===== src/rtl/icebus_status_decoder.sv =====
// ---------------------------------------------------------------------------
// icebus_status_decoder
//
// Decodes ICEbus motor status frames arriving one byte at a time from a UART
// receiver. A frame is 31 bytes:
//   0xA5 (SOF), motor ID, 28 payload bytes, checksum byte.
// The payload carries seven signed 32-bit fields, each sent MSB first, in
// this order: encoder0_position, encoder1_position, encoder0_velocity,
// encoder1_velocity, current_phase1, current_phase2, current_phase3.
//
// Optional feature macro: STATUS_CHECKSUM_EN
//   defined   - the 8-bit sum of ID, payload and checksum byte must be 0x00,
//               otherwise checksum_error pulses and the frame is dropped.
//   undefined - the checksum byte is consumed but ignored, every complete
//               frame is good, and checksum_error is tied low.
//
// Parameters
//   NUMBER_OF_MOTORS    - valid motor IDs are 0 .. NUMBER_OF_MOTORS-1
//   BYTE_TIMEOUT_CYCLES - longest allowed gap (clk cycles) between the bytes
//                         of one frame
//
// Ports
//   clk               in   single clock, rising edge
//   reset             in   asynchronous, active-low reset
//   rx_data[7:0]      in   received byte
//   rx_valid          in   one-cycle strobe, rx_data consumed this cycle
//   frame_valid       out  one-cycle strobe, good frame committed to outputs
//   motor_id[7:0]     out  motor index of the last good frame
//   encoder*/current* out  signed 32-bit fields of the last good frame
//   checksum_error    out  one-cycle strobe, checksum mismatch
//   id_error          out  one-cycle strobe, motor ID out of range
//   timeout_error     out  one-cycle strobe, inter-byte gap too long
//   frame_count[15:0] out  number of good frames, wraps at 0xFFFF
// ---------------------------------------------------------------------------
module icebus_status_decoder #(
    parameter int NUMBER_OF_MOTORS    = 6,
    parameter int BYTE_TIMEOUT_CYCLES = 50000
) (
    input  logic               clk,
    input  logic               reset,
    input  logic [7:0]         rx_data,
    input  logic               rx_valid,
    output logic               frame_valid,
    output logic [7:0]         motor_id,
    output logic signed [31:0] encoder0_position,
    output logic signed [31:0] encoder1_position,
    output logic signed [31:0] encoder0_velocity,
    output logic signed [31:0] encoder1_velocity,
    output logic signed [31:0] current_phase1,
    output logic signed [31:0] current_phase2,
    output logic signed [31:0] current_phase3,
    output logic               checksum_error,
    output logic               id_error,
    output logic               timeout_error,
    output logic [15:0]        frame_count
);

    localparam int             GAP_W        = $clog2(BYTE_TIMEOUT_CYCLES + 1);
    localparam logic [GAP_W-1:0] GAP_LAST   = GAP_W'(BYTE_TIMEOUT_CYCLES - 1);
    localparam logic [7:0]     SOF          = 8'hA5;
    localparam logic [4:0]     LAST_PAYLOAD = 5'd27;
    localparam logic [8:0]     MOTOR_LIMIT  = 9'(NUMBER_OF_MOTORS);

    typedef enum logic [1:0] {
        IDLE,
        ID,
        PAYLOAD,
        CHECK
    } state_t;

    state_t             state;
    state_t             next_state;

    logic [GAP_W-1:0]   gap_count;
    logic [4:0]         byte_count;
    logic [223:0]       staging;
    logic [7:0]         id_staged;

    logic               timeout_hit;
    logic               load_id;
    logic               shift_payload;
    logic               commit_good;
    logic               id_bad;

`ifdef STATUS_CHECKSUM_EN
    logic [7:0]         checksum_sum;
    logic [7:0]         check_total;
    logic               checksum_ok;
    logic               commit_bad;

    assign check_total = checksum_sum + rx_data;
    assign checksum_ok = (check_total == 8'h00);
`endif

    // The gap counter only runs while a frame is in flight. The expiry cycle
    // is the one in which the counter would reach the limit; a byte arriving
    // in that same cycle takes priority, so the timeout needs !rx_valid.
    assign timeout_hit = (state != IDLE) && !rx_valid && (gap_count == GAP_LAST);

    // State register.
    always_ff @(posedge clk or negedge reset) begin
        if (!reset) begin
            state <= IDLE;
        end else begin
            state <= next_state;
        end
    end

    // Next-state logic and the per-byte control strobes for the datapath.
    // A 0xA5 outside IDLE is ordinary data; there is no resynchronisation.
    always_comb begin
        next_state    = state;
        load_id       = 1'b0;
        shift_payload = 1'b0;
        commit_good   = 1'b0;
        id_bad        = 1'b0;
`ifdef STATUS_CHECKSUM_EN
        commit_bad    = 1'b0;
`endif
        if (timeout_hit) begin
            next_state = IDLE;
        end else if (rx_valid) begin
            case (state)
                IDLE: begin
                    if (rx_data == SOF) begin
                        next_state = ID;
                    end
                end
                ID: begin
                    if ({1'b0, rx_data} < MOTOR_LIMIT) begin
                        load_id    = 1'b1;
                        next_state = PAYLOAD;
                    end else begin
                        id_bad     = 1'b1;
                        next_state = IDLE;
                    end
                end
                PAYLOAD: begin
                    shift_payload = 1'b1;
                    if (byte_count == LAST_PAYLOAD) begin
                        next_state = CHECK;
                    end
                end
                CHECK: begin
                    next_state = IDLE;
`ifdef STATUS_CHECKSUM_EN
                    if (checksum_ok) begin
                        commit_good = 1'b1;
                    end else begin
                        commit_bad  = 1'b1;
                    end
`else
                    commit_good = 1'b1;
`endif
                end
                default: begin
                    next_state = IDLE;
                end
            endcase
        end
    end

    // Inter-byte gap counter: cleared by every byte and whenever idle.
    always_ff @(posedge clk or negedge reset) begin
        if (!reset) begin
            gap_count <= '0;
        end else if (state == IDLE || rx_valid || timeout_hit) begin
            gap_count <= '0;
        end else begin
            gap_count <= gap_count + GAP_W'(1);
        end
    end

    // Payload staging: bytes shift in from the bottom so that after 28 bytes
    // the first field sent sits in the top 32 bits. A timeout throws the
    // partial frame away.
    always_ff @(posedge clk or negedge reset) begin
        if (!reset) begin
            byte_count <= '0;
            staging    <= '0;
            id_staged  <= '0;
        end else if (timeout_hit) begin
            byte_count <= '0;
            staging    <= '0;
            id_staged  <= '0;
        end else if (load_id) begin
            byte_count <= '0;
            id_staged  <= rx_data;
        end else if (shift_payload) begin
            byte_count <= byte_count + 5'd1;
            staging    <= {staging[215:0], rx_data};
        end
    end

`ifdef STATUS_CHECKSUM_EN
    // Running 8-bit sum of the ID and payload bytes.
    always_ff @(posedge clk or negedge reset) begin
        if (!reset) begin
            checksum_sum <= '0;
        end else if (timeout_hit) begin
            checksum_sum <= '0;
        end else if (load_id) begin
            checksum_sum <= rx_data;
        end else if (shift_payload) begin
            checksum_sum <= checksum_sum + rx_data;
        end
    end

    always_ff @(posedge clk or negedge reset) begin
        if (!reset) begin
            checksum_error <= 1'b0;
        end else begin
            checksum_error <= commit_bad;
        end
    end
`else
    assign checksum_error = 1'b0;
`endif

    // Error strobes, each high for exactly one cycle.
    always_ff @(posedge clk or negedge reset) begin
        if (!reset) begin
            id_error      <= 1'b0;
            timeout_error <= 1'b0;
        end else begin
            id_error      <= id_bad;
            timeout_error <= timeout_hit;
        end
    end

    // Output commit. Registering on the checksum byte makes the new values
    // and frame_valid appear in the cycle after that byte, while the FSM is
    // already back in IDLE and able to take a back-to-back SOF.
    always_ff @(posedge clk or negedge reset) begin
        if (!reset) begin
            frame_valid       <= 1'b0;
            motor_id          <= '0;
            encoder0_position <= '0;
            encoder1_position <= '0;
            encoder0_velocity <= '0;
            encoder1_velocity <= '0;
            current_phase1    <= '0;
            current_phase2    <= '0;
            current_phase3    <= '0;
            frame_count       <= '0;
        end else begin
            frame_valid <= commit_good;
            if (commit_good) begin
                motor_id          <= id_staged;
                encoder0_position <= $signed(staging[223:192]);
                encoder1_position <= $signed(staging[191:160]);
                encoder0_velocity <= $signed(staging[159:128]);
                encoder1_velocity <= $signed(staging[127:96]);
                current_phase1    <= $signed(staging[95:64]);
                current_phase2    <= $signed(staging[63:32]);
                current_phase3    <= $signed(staging[31:0]);
                frame_count       <= frame_count + 16'd1;
            end
        end
    end

endmodule

===== config.mk =====
export PLATFORM = sky130hd
export DESIGN_NAME = icebus_status_decoder
export DESIGN_NICKNAME = d
export VERILOG_FILES = /design/src/rtl/icebus_status_decoder.sv
export SDC_FILE = /design/constraint.sdc
export NUM_CORES = 1
export LEC_CHECK = 0
export ABC_AREA = 0
export BUFFER_PORTS_ARGS = -buffer_cell sky130_fd_sc_hd__clkbuf_2
export CAP_MARGIN = 20
export CORE_ASPECT_RATIO = 1.2
export CORE_MARGIN = 8
export CORE_UTILIZATION = 31
export DETAILED_ROUTE_END_ITERATION = 12
export HOLD_SLACK_MARGIN = 0.06
export PLACE_DENSITY = 0.54
export SLEW_MARGIN = 10
export SYNTH_ARGS = -nofsm -noshare
export SYNTH_HDL_FRONTEND = slang
export SYNTH_SLANG_ARGS = --single-unit

===== constraint.sdc =====
create_clock -name clk -period 1.85 [get_ports clk]
set_clock_uncertainty 0.15 [all_clocks]
set_input_delay 0.185 -clock clk [delete_from_list [all_inputs] [get_ports clk]]
set_output_delay 0.185 -clock clk [all_outputs]
set_load 0.01 [all_outputs]

Word level (Yosys, flattened, before mapping)
Cells that the tools add are included.

word-level totals
  memory bits (read-only) = 0
  word-level logic and storage cells = 72
  bits in latches = 0
  bits of input ports = 11
  output and inout bits = 252
  RAM bits = 0
  memories = 0
  register bits after elaboration = 506

cells by class
  mux-type cells = 29
  multipliers = 0
  equality and inequality tests = 9
  reductions and logical operators = 13
  $lt $le $gt $ge = 1
  shifts and indexed selects = 0
  bitwise logic cells = 0
  div/mod/pow operators = 0
  add/sub/neg operators = 3

operator list
  operator               number
  $mux 224               3
  $add 16x1->16 const B  2
  $eq 16x16->1 const B   1
  $mux 16                1
  $mux 8                 2
  $mux 5                 3
  $mux 1                 14
  $mux 2                 5
  $eq 8x8->1 const B     1
  $lt 8x3->1 const B     1
  $pmux 2 s4             1
  $reduce_bool 2->1      4
  $ne 3x3->1 const B     2
  $add 5x1->5 const B    1
  $eq 5x5->1 const B     1
  $eq 2x2->1 const B     2
  $reduce_and 3->1       1
  $reduce_bool 3->1      1
  $eq 2x1->1 const B     1
  $logic_and 1x1->1      2
  $logic_not 2->1        1
  $logic_or 1x1->1       2
  $ne 2x2->1 const B     1
  $reduce_and 2->1       1
  $logic_not 1->1        1

Logic depth before layout (Yosys ltp)
Gate-level depths: netlist of the first run.

  depth after elaboration = 7
  mapped depth = 8
  mapped depth without buffers = 6

Worst setup path before layout of the first run
No wires, ideal clock.

  path type = reg-to-reg
  start = register gap_count[0]
  end = register staging[77]
  cell stages (with the launch flop) = 9
  setup time = 0.118 ns
  required time = 1.582 ns
  clock period less this slack = 2.006 ns
  path buffers = 2
  setup slack = -0.156 ns
  arrival time = 1.738 ns
  cell sequence = dfrtp_1 > ha_1 > and3_1 > nand4_1 > or3_4 > clkinv_2 > buf_6 > buf_8 > a21oi_2

on the way
  cells in the longest elaborated chain, start to end = 5
  elaborated cells on any way between the ends = 8
  classes of those cells = eq/ne (2); mux (3); reduce/logical (3)

RTL lines
  item                                                                     line  source
  from (decl)                                                              74    logic [GAP_W-1:0] gap_count;
  from (signal assigned)                                                   170   gap_count <= gap_count + GAP_W'(1);
  $eq 16x16->1 *                                                           98    assign timeout_hit = (state != IDLE) && !rx_valid && (gap_count == GAP_LAST);
  $logic_and 1x1->1 *                                                      98
  $mux 1                                                                   120   if (timeout_hit) begin
  $ne 2x2->1 (no source line) / $reduce_bool 2->1 (equally long branches)  -
  $reduce_and 2->1 (no source line)                                        -
  to (signal assigned)                                                     191   staging <= {staging[215:0], rx_data};
  to (decl)                                                                76    logic [223:0] staging;

Every way passes the cells marked *; elsewhere a longest branch is shown, timed or not.
A chain may end at the register's enable or synchronous reset.

Worst setup path in the final report of the first run
  start = register gap_count[1]
  end = register staging[91]

The elaborated chain is that of the path after synthesis.

==> summary.md, run 1 <==
| Metric | Value |
|---|---|
| Cells after Synth | 2166 |
| Vias/cell | 4.61 |
| Buf/Inv on CP | 2 |
| Synth Area in Compound Gates | 0.0618 |
| Fin crit share | 1.07 |
| Register Area | 12700 µm² |
| Num CTS Buffers | 53 |
| Share of the synthesized area in the top cell type | 0.639 |
| Worst VDD drop | 0.000524 V |
| Routed vias | 15400 |
| XOR/XNOR Fraction of Synth Area | 0.0133 |
| CP Cell Sequence | ha_2, and3_4, nand4_1, or3_4, clkinv_16, clkbuf_16, a21oi_1 |
| Final HPWL DP | 38500 µm |
| Utilization after layout | 0.396 |
| Leak | 13.0 nW |
| Initial DRT Pass Iterations | 5 |
| Placeable core area | 63200 µm² |
| Worst-path clk slew | 0.06 ns |
| Worst Setup Start Kind | register |
| Post-DRT Antenna Nets | 0 |
| Tightest Hold Check Type | in -> async |
| Post-synthesis simple-gate area fraction | 0.247 |
| N_diodes | 0 |
| P_sw | 4.75 mW |
| Clock Tree Root | clkbuf_16 |
| Chip Width | 247 µm |
| Per-cell routed wire length | 16.7 µm |
| DRC viols | 0 |
| Clk sinks | 506 |
| Mapped Nets | 2180 |
| Worst path top cell family by delay | simple AND/OR/NAND/NOR gates |
| Crit path from | gap_count[1] |
| Logic pwr share | 0.016 |
| Post-synth top area cell | dfrtp_1 |
| Clk pwr share | 0.492 |
| Sequential share of power | 0.492 |
| Multi-input logic area | 6690 µm² |
| Minimum clock period | 1.97 ns |
| Status | finished, violations left |
| H-tree depth | 2 |
| Non-filler cells, final | 3347 |
| First-pass GRT wire length | 89600 µm |
| #FFs+latches synth | 506 |
| Most common cell after layout, fill and taps aside | nand2_1 |
| CP endpoint kind | register |
| Distinct cell type count after synthesis | 39 |
| Final max-slew violation count | 0 |
| RSZ-0062 raised after global routing | yes |
| Gr ovfl total | 0 |
| # IOs | 263 |
| Share of layout cells above drive strength 1 | 0.216 |
| Most frequent cells in the layout | 1162 x nand2_1, 505 x dfrtp_1, 260 x clkbuf_2, 170 x a21oi_1, 82 x buf_4 |
| P_int | 17.8 mW |
| CTS tree | yes |
| Largest family of logic cells by synthesized area | simple AND/OR/NAND/NOR gates |
| Worst r2r src | gap_count[1] |
| Critical path class | reg -> reg |
| Crit-path max cell delay | 0.42 ns |
| Post-synth EDFFs | 0 |
| Nets | 2497 |
| Clock buffer depth | 3 |
| Port-buffer cells | 261 |
| Initial Util | 0.313 |
| Final GP Congestion | 0.803 |
| Drt initial violations | 831 |
| Antenna violations before repair | 0 |
| CP max-delay cell | or3_4 |
| Post-synthesis area per instance | 9.14 µm² |
| FFs w/ async S/R, synth | 1.00 |
| Synth warn | 0 |
| Die ar. | 72300 µm² |
| Crit path max fanout | 24 |
| Fin. Hold Viols | 0 |
| Post-Syn Area | 19800 µm² |
| Switching share of power | 0.211 |
| Largest cells by area after synthesis | dfrtp_1 64%, nand2_1 22%, a21oi_1 5.5%, clkbuf_1 1.6%, buf_6 1.1% |
| Number of core rows | 101 |
| Maxcap violations | 0 |
| Overall power | 22.5 mW |
| Clk_lat worst skew | 0.59 ns |
| GRT Overall Usage | 0.152 |
| Fillcell total | 6382 |
| Req. time, crit path | 2.17 ns |
| Failing checks | setup timing |
| Mux contribution to synthesized area | 0.00152 |
| Register area share after synthesis | 0.639 |
| Setup slack after layout | -0.122 ns |
| PwrDens | 901 nW/µm² |
| Area delta synth->final | 26.3% |
| WP data arrival | 2.29 ns |
| Die height | 293 µm |
| Synth Area in Adders | 0.00190 |
| Largest net degree at the start of global routing | 95 |
| Final setup fails | 233 |
| Routed WL | 55800 µm |
| Main synth FF type | dfrtp_1 |
| Dpl cells | 3231 |
| Number of global-route vias before repair | 16000 |
| Max Fclk | 507 MHz |
[layer usage]
metal / GRT usage / vias to the layer above / wire (µm)
met4: 0.0379 / 0 / 1120
li1: - / 7442 / -
met1: 0.191 / 7648 / 23500
met3: 0.0304 / 69 / 2610
met5: 0 / - / 0
met2: 0.266 / 284 / 28500
[worst reg2reg max path: stages (launching register included)]
cell and delay [ns]:
dfrtp_1 0.36, ha_2 0.19, and3_4 0.19, nand4_1 0.11, or3_4 0.42, clkinv_16 0.15, clkbuf_16 0.24, a21oi_1 0.05
[through the flow]
stage / area (µm²) / hold WS (ns) / setup WS (ns) / setup TNS [ns]
after floorplan: 20000 / -0.261 / -0.121 / -23.89
after detailed placement: 22900 / -0.0760 / -0.206 / -37.88
after global routing: 25000 / 0.0966 / -0.203 / -38.19
after CTS: 24800 / 0.0781 / -0.170 / -29.04
final: 25000 / 0.0873 / -0.122 / -16.75
after global placement: 22900 / -0.0770 / -0.268 / -52.61
[power groups by stage]
stage          registers (mW)  clock network, mW  logic [mW]
6_report                 11.1               11.1       0.368
5_1_grt                  11.1               11.8       0.423
4_1_cts                  11.1               11.5       0.385
3_3_place_gp             11.3                  0       0.351
2_1_floorplan            11.3                  0      0.0214
3_5_place_dp             11.3                  0       0.360
[synthesized netlist by cell type, drive strengths merged (3+ instances only)]
cell,instances
nand2,1162
dfrtp,506
a21oi,229
clkbuf,84
buf,46
nor2,25
xnor2,15
xor2,15
nand4,14
nand3,12
and3,11
nor3,6
or3,6
inv,4
or2,4
and4,3
ha,3
mux2i,3
[layout make-up]
type,count,share of cell area
repair buffers,392,0.111
multi-input cells,1525,0.268
clock inverters,24,0.0112
inverters,5,0.00210
flip-flops and latches,506,0.506
clock buffers,71,0.0610
well taps,824,0.0412
[cell families (layout without fill, tap and decap cells)]
group,Yosys count,after routing
buffers and inverters,135,492
xor gates and xnor gates,30,30
DFF,506,506
muxes,3,3
AOI/OAI and AO/OA,235,235
and+or+nand+nor,1253,1253
adders and majority gates,3,3
other,1,1
[sequential cells by signal (all words and copies together) (netlist names)]
name               count
byte_count             5
current_phase1        32
current_phase2        32
current_phase3        32
encoder0_position     32
encoder0_velocity     32
encoder1_position     32
encoder1_velocity     32
frame_count           16
frame_valid            1
gap_count             16
id_error               1
id_staged              8
motor_id               8
staging              224
state                  2
timeout_error          1
[path summary, 6_finish.rpt]
check,endpoint,slack (ns),cells after the start
worst max-delay path,staging[91],-0.12,7
worst min-delay path,staging[42],0.09,3
worst max register to register,staging[91],-0.12,7
worst min register to register,motor_id[5],0.32,2
max in group asynchronous,gap_count[7],0.57,4
min in group clk,staging[6],0.26,4
[what timing repair did]
item	4_1_cts	5_1_grt
gates cloned	0	2
gates resized for setup	4	16
setup endpoints to repair	235	247
hold buffers	12	0
setup buffers	0	6
pin swaps	0	5
hold endpoints to repair	523	0
(Power assumes the default switching activity.)
==> inputs of run 2 (changes only) <==
==> constraint.sdc (replaced) <==
create_clock -name clk -period 1.85 [get_ports clk]
set_clock_uncertainty 0.15 [all_clocks]
set_input_delay 0.0925 -clock clk [delete_from_list [all_inputs] [get_ports clk]]
set_output_delay 0.0925 -clock clk [all_outputs]
set_load 0.01 [all_outputs]
==> run 2 against run 1 <==
Compared with the run above: the run still ends with setup timing left; cell count is 0.15% lower; worst hold slack better by 0.090 ns; sequential share of layout area is 0.63 points lower; combinational power is 3% lower; critical path type unchanged; largest power group unchanged; highest routed layer unchanged; flip-flop and latch count stayed put; routed wire length is 2.6% higher; via count is 0.29% higher; utilization is 0.50 points higher; first-iteration DRC count is 36% higher; count of clock-buffer cells in the layout is 2 lower.
==> summary.md, run 2 (synthesis gave the netlist of run 1 again) <==
| Metric | Value |
|---|---|
| Status | finished, violations left |
| Failing checks | setup timing |
| Per-cell routed wire length | 17.1 µm |
| Die ar. | 72300 µm² |
| Met1 WL | 24000 µm |
| Initial DRT Pass Iterations | 5 |
| Area after DPL | 22800 µm² |
| Final HPWL DP | 38100 µm |
| Max reg flops | 224 |
| Final max-slew violation count | 0 |
| Worst VDD drop | 0.000612 V |
| # IOs | 263 |
| Hold_sp | rx_data[6] |
| Die height | 293 µm |
| Reg2reg path depth | 6 |
| PwrDens | 886 nW/µm² |
| Worst path top cell family by delay | simple AND/OR/NAND/NOR gates |
| Req. time, crit path | 2.16 ns |
| Number of global-route vias before repair | 16000 |
| Top reg by flops | staging |
| Clock Tree Root | clkbuf_16 |
| Met2 WL | 28600 µm |
| Routed WL | 57200 µm |
| Clk sinks | 506 |
| Critical path class | reg -> reg |
| Slew @ Worst Pin | 0.596 ns |
| Placeable core area | 63200 µm² |
| Dpl ws | -0.425 ns |
| Fin crit share | 1.11 |
| R2r setup slk | -0.21 ns |
| N_diodes | 0 |
| Clk_lat worst skew | 0.58 ns |
| Max Fclk | 486 MHz |
| Dpl cells | 3224 |
| Buf/Inv on CP | 2 |
| Vias/cell | 4.63 |
| Worst R2R End | staging[69] |
| Tightest Hold Check Type | in -> reg |
| Port-buffer cells | 261 |
| Most frequent cells in the layout | 1162 x nand2_1, 506 x dfrtp_1, 260 x clkbuf_2, 136 x a21oi_1, 88 x a21oi_2 |
| H-tree depth | 2 |
| Num CTS Buffers | 53 |
| First-pass GRT wire length | 89800 µm |
| WP data arrival | 2.37 ns |
| Most common cell after layout, fill and taps aside | nand2_1 |
| Initial Util | 0.313 |
| Final GP Congestion | 0.770 |
| Crit-path max cell delay | 0.49 ns |
| Hold Slack | 0.177 ns |
| Number of core rows | 101 |
| CP Cell Sequence | nor4b_2, nand4_1, or3_4, clkinv_8, buf_4, a21oi_1 |
| Antenna violations before repair | 0 |
| Clock buffer depth | 3 |
| Share of layout cells above drive strength 1 | 0.228 |
| DRC viols | 0 |
| Routed vias | 15500 |
| Fin. Hold Viols | 0 |
| Wire length on met3 | 3030 µm |
| Nets | 2494 |
| Register Area | 12700 µm² |
| Fin Setup TNS | -34.70 ns |
| Uppermost layer routed | met4 |
| Post-DRT Antenna Nets | 0 |
| RSZ-0062 raised after global routing | yes |
| Maxcap violations | 0 |
| Hold Path Stages | 4 |
| Utilization after layout | 0.401 |
| Chip Width | 247 µm |
| Leak | 13.0 nW |
| Multi-input logic area | 6870 µm² |
| Drt initial violations | 1130 |
| CP max-delay cell | or3_4 |
| Area delta synth->final | 27.9% |
| Minimum clock period | 2.06 ns |
| CTS tree | yes |
| Fillcell total | 6361 |
| Worst r2r src | gap_count[7] |
| CP endpoint kind | register |
| Largest net degree at the start of global routing | 95 |
| Setup slack after layout | -0.206 ns |
| Gr ovfl total | 0 |
| Crit path max fanout | 9 |
| Final setup fails | 235 |
| Normalized max-slew margin | 0.601 |
| Crit path depth | 6 |
| Hold path endpoint | staging[6] |
| Overall power | 22.4 mW |
| Worst Setup Start Kind | register |
| Design area | 25300 µm² |
| GRT Overall Usage | 0.153 |
| Worst-path clk slew | 0.06 ns |
| Non-filler cells, final | 3342 |
## run 2: cell types whose count changed in the layout (fill, tap and decap cells not counted), moves of 3 or more
| cell | before | now |
|---|---|---|
| clkinvlp_4 | 1 | 4 |
| clkinv_8 | 0 | 4 |
| clkbuf_16 | 57 | 60 |
| clkinv_2 | 15 | 11 |
| a21oi_1 | 170 | 136 |
| buf_6 | 5 | 10 |
| buf_8 | 2 | 6 |
| a21oi_2 | 59 | 88 |
| a21oi_4 | 0 | 5 |
| buf_4 | 82 | 61 |
## run 2: worst max path at each step
stage,start,endpoint,slack (ns)
2_1_floorplan,gap_count[0],staging[77],-0.12
3_3_place_gp,gap_count[12],staging[106],-0.43
3_5_place_dp,gap_count[14],staging[105],-0.43
4_1_cts,gap_count[12],staging[105],-0.33
5_1_grt,gap_count[13],staging[72],-0.29
6_report,gap_count[7],staging[69],-0.21
## run 2: cell type report
type,instances,share of cell area
Sequential cell,506,0.500
Timing Repair inverter,2,0.00128
Multi-Input combinational cell,1525,0.271
Inverter,5,0.00227
Clock inverter,24,0.0119
Timing Repair Buffer,387,0.114
Clock buffer,69,0.0587
Tap cell,824,0.0407
## run 2: worst reg2reg max path, stage by stage (launching register included)
cell and delay, ns:
dfrtp_1 0.39, nor4b_2 0.33, nand4_1 0.16, or3_4 0.49, clkinv_8 0.18, buf_4 0.20, a21oi_1 0.06
## run 2: where the power goes
part           leakage (nW)  internal [mW]  switching (mW)  total [mW]
Combinational          5.04         0.0922           0.264       0.356
Clock                 0.878           6.50            4.51        11.0
Sequential             7.07           11.1         0.00518        11.1
## run 2: per-layer routing
layer / vias up / GRT usage
met5: - / 0
met4: 0 / 0.0503
met3: 81 / 0.0351
met2: 294 / 0.259
met1: 7675 / 0.190
li1: 7438 / -
## run 2: repair_timing
item	4_1_cts	5_1_grt
cloned	0	10
pin swaps	0	3
hold buffers	13	0
hold endpoints to repair	554	0
setup buffers	0	3
setup endpoints to repair	240	247
resized for setup	4	76
==> inputs of run 3 (changes only) <==
--- a/config.mk
+++ b/config.mk
@@ -9,7 +9,7 @@
 export BUFFER_PORTS_ARGS = -buffer_cell sky130_fd_sc_hd__clkbuf_2
 export CAP_MARGIN = 20
 export CORE_ASPECT_RATIO = 1.2
-export CORE_MARGIN = 8
+export CORE_MARGIN = 10
 export CORE_UTILIZATION = 31
 export DETAILED_ROUTE_END_ITERATION = 12
 export HOLD_SLACK_MARGIN = 0.06
==> run 3 against run 2 <==
Compared with the run above: the flow still finishes with violations (setup timing); total power rose by 1.7%; die area rose by 3.0%; register-to-register slack improved by 0.04 ns; routed wire length fell by 1.0%; critical path depth did not move; cell count rose by 0.33%; critical path type unchanged; global-route usage fell by 0.37 points.
==> summary.md, run 3 (synthesis gave the netlist of run 1 again) <==
| Metric | Value |
|---|---|
| Status | finished, violations left |
| Failing checks | setup timing |
| First-pass GRT wire length | 91100 µm |
| Register Area | 12700 µm² |
| Normalized max-slew margin | 0.625 |
| Top reg by flops | staging |
| CP endpoint kind | register |
| Per-cell routed wire length | 16.9 µm |
| Met3 usage | 0.0329 |
| Worst VDD drop | 0.000652 V |
| Port-buffer cells | 261 |
| Met2 usage | 0.251 |
| Chip Width | 251 µm |
| DRC viols | 0 |
| Crit path max fanout | 20 |
| PwrDens | 905 nW/µm² |
| Placeable core area | 63300 µm² |
| Nets | 2501 |
| Routed WL | 56600 µm |
| CP Cell Sequence | nor4bb_2, nand4_1, or3_4, clkinv_16, clkbuf_16, a21oi_1 |
| RSZ-0062 raised after global routing | yes |
| Final max-slew violation count | 0 |
| Clk_lat worst skew | 0.60 ns |
| GRT Overall Usage | 0.149 |
| Fin Setup TNS | -25.97 ns |
| Final HPWL DP | 39600 µm |
| CTS tree | yes |
| Worst-path clk slew | 0.06 ns |
| Final setup fails | 234 |
| Vias/cell | 4.62 |
| Number of global-route vias before repair | 16000 |
| Die height | 297 µm |
| Antenna violations before repair | 0 |
| Number of core rows | 101 |
| Max reg flops | 224 |
| Area delta synth->final | 27.3% |
| Slew @ Worst Pin | 0.563 ns |
| Most common cell after layout, fill and taps aside | nand2_1 |
| Share of layout cells above drive strength 1 | 0.219 |
| Clock buffer depth | 3 |
| Fillcell total | 6313 |
| Max Fclk | 497 MHz |
| Die ar. | 74400 µm² |
| WP data arrival | 2.33 ns |
| Clk sinks | 506 |
| Fin. Hold Viols | 0 |
| Dpl cells | 3242 |
| Gr ovfl total | 0 |
| Worst path top cell family by delay | simple AND/OR/NAND/NOR gates |
| Critical path class | reg -> reg |
| Tightest Hold Check Type | in -> reg |
| Minimum clock period | 2.01 ns |
| Clock Tree Root | clkbuf_16 |
| Largest net degree at the start of global routing | 56 |
| Req. time, crit path | 2.17 ns |
| Maxcap violations | 0 |
| Post-DRT Antenna Nets | 0 |
| Num CTS Buffers | 53 |
| Non-filler cells, final | 3353 |
| Leak | 13.0 nW |
| CP max-delay cell | or3_4 |
| Final GP Congestion | 0.765 |
| Fin crit share | 1.09 |
| GR peak layer | met2 |
| Initial Util | 0.313 |
| Dpl ws | -0.242 ns |
| Worst Setup Start Kind | register |
| Hold Slack | 0.167 ns |
| Setup slack after layout | -0.162 ns |
| Met1 usage | 0.189 |
| Routed vias | 15500 |
| Initial DRT Pass Iterations | 5 |
| H-tree depth | 2 |
| Most frequent cells in the layout | 1162 x nand2_1, 506 x dfrtp_1, 260 x clkbuf_2, 163 x a21oi_1, 80 x buf_4 |
| Buf/Inv on CP | 2 |
| Crit-path max cell delay | 0.43 ns |
| N_diodes | 0 |
| # IOs | 263 |
| Multi-input logic area | 6690 µm² |
| Drt initial violations | 844 |
| Overall power | 22.8 mW |
-- run 3: cell count changes in the layout (fill, tap and decap cells not counted), sizes merged --
cell	change
buf	+16
bufinv	+1
clkbuf	+2
clkinv	-8
dlygate4sd3	-2
inv	+2
-- run 3: worst paths after layout --
path / from / end / slack (ns) / cells after the start
setup / recovery: gap_count[12] / staging[89] / -0.16 / 6
hold / removal: rx_data[3] / staging[3] / 0.17 / 4
setup reg to reg: gap_count[12] / staging[89] / -0.16 / 6
hold reg to reg: id_staged[5] / motor_id[5] / 0.32 / 2
max in group asynchronous: reset / encoder1_position[0] / 0.39 / 4
min in group asynchronous: reset / current_phase3[28] / 0.42 / 3
-- run 3: power by group --
part           leakage [nW]  internal, mW  total, mW  switching, mW
clock                 0.915          6.89       11.4           4.50
sequential             7.07          11.1       11.1        0.00514
combinational          5.04        0.0887      0.348          0.259
total                  13.0          18.1       22.8           4.76
-- run 3: layout make-up --
type / count / share of cell area
tap: 824 / 0.0409
timing repair buffer: 396 / 0.115
multi-input combinational: 1525 / 0.265
clock buffer: 76 / 0.0625
sequential: 506 / 0.502
clock inverter: 21 / 0.0120
inverter: 5 / 0.00208
-- run 3: metal layers --
| layer | routed length (µm) | share of wire |
|---|---|---|
| met1 | 24200 | 0.43 |
| met2 | 28000 | 0.50 |
| met3 | 3170 | 0.056 |
| met4 | 1190 | 0.021 |
| met5 | 0 | 0 |
-- run 3: metrics by stage --
step | utilization | instance area [µm²]
2_1_floorplan | - | 20000
3_3_place_gp | 0.364 | 23100
3_5_place_dp | 0.364 | 23100
4_1_cts | 0.397 | 25100
5_1_grt | 0.398 | 25200
6_report | 0.398 | 25200
-- run 3: worst register-to-register path, cell delays in order, from the launching register on --
cell,delay (ns)
dfrtp_1,0.39
nor4bb_2,0.32
nand4_1,0.16
or3_4,0.43
clkinv_16,0.15
clkbuf_16,0.25
a21oi_1,0.05
-- run 3: what timing repair did --
action / CTS / global route
hold endpoints to repair: 567 / 0
endpoints found under the setup margin: 234 / 240
hold buffers: 11 / 0
setup buffers: 1 / 0
gates resized for setup: 9 / 12
gates cloned: 0 / 2
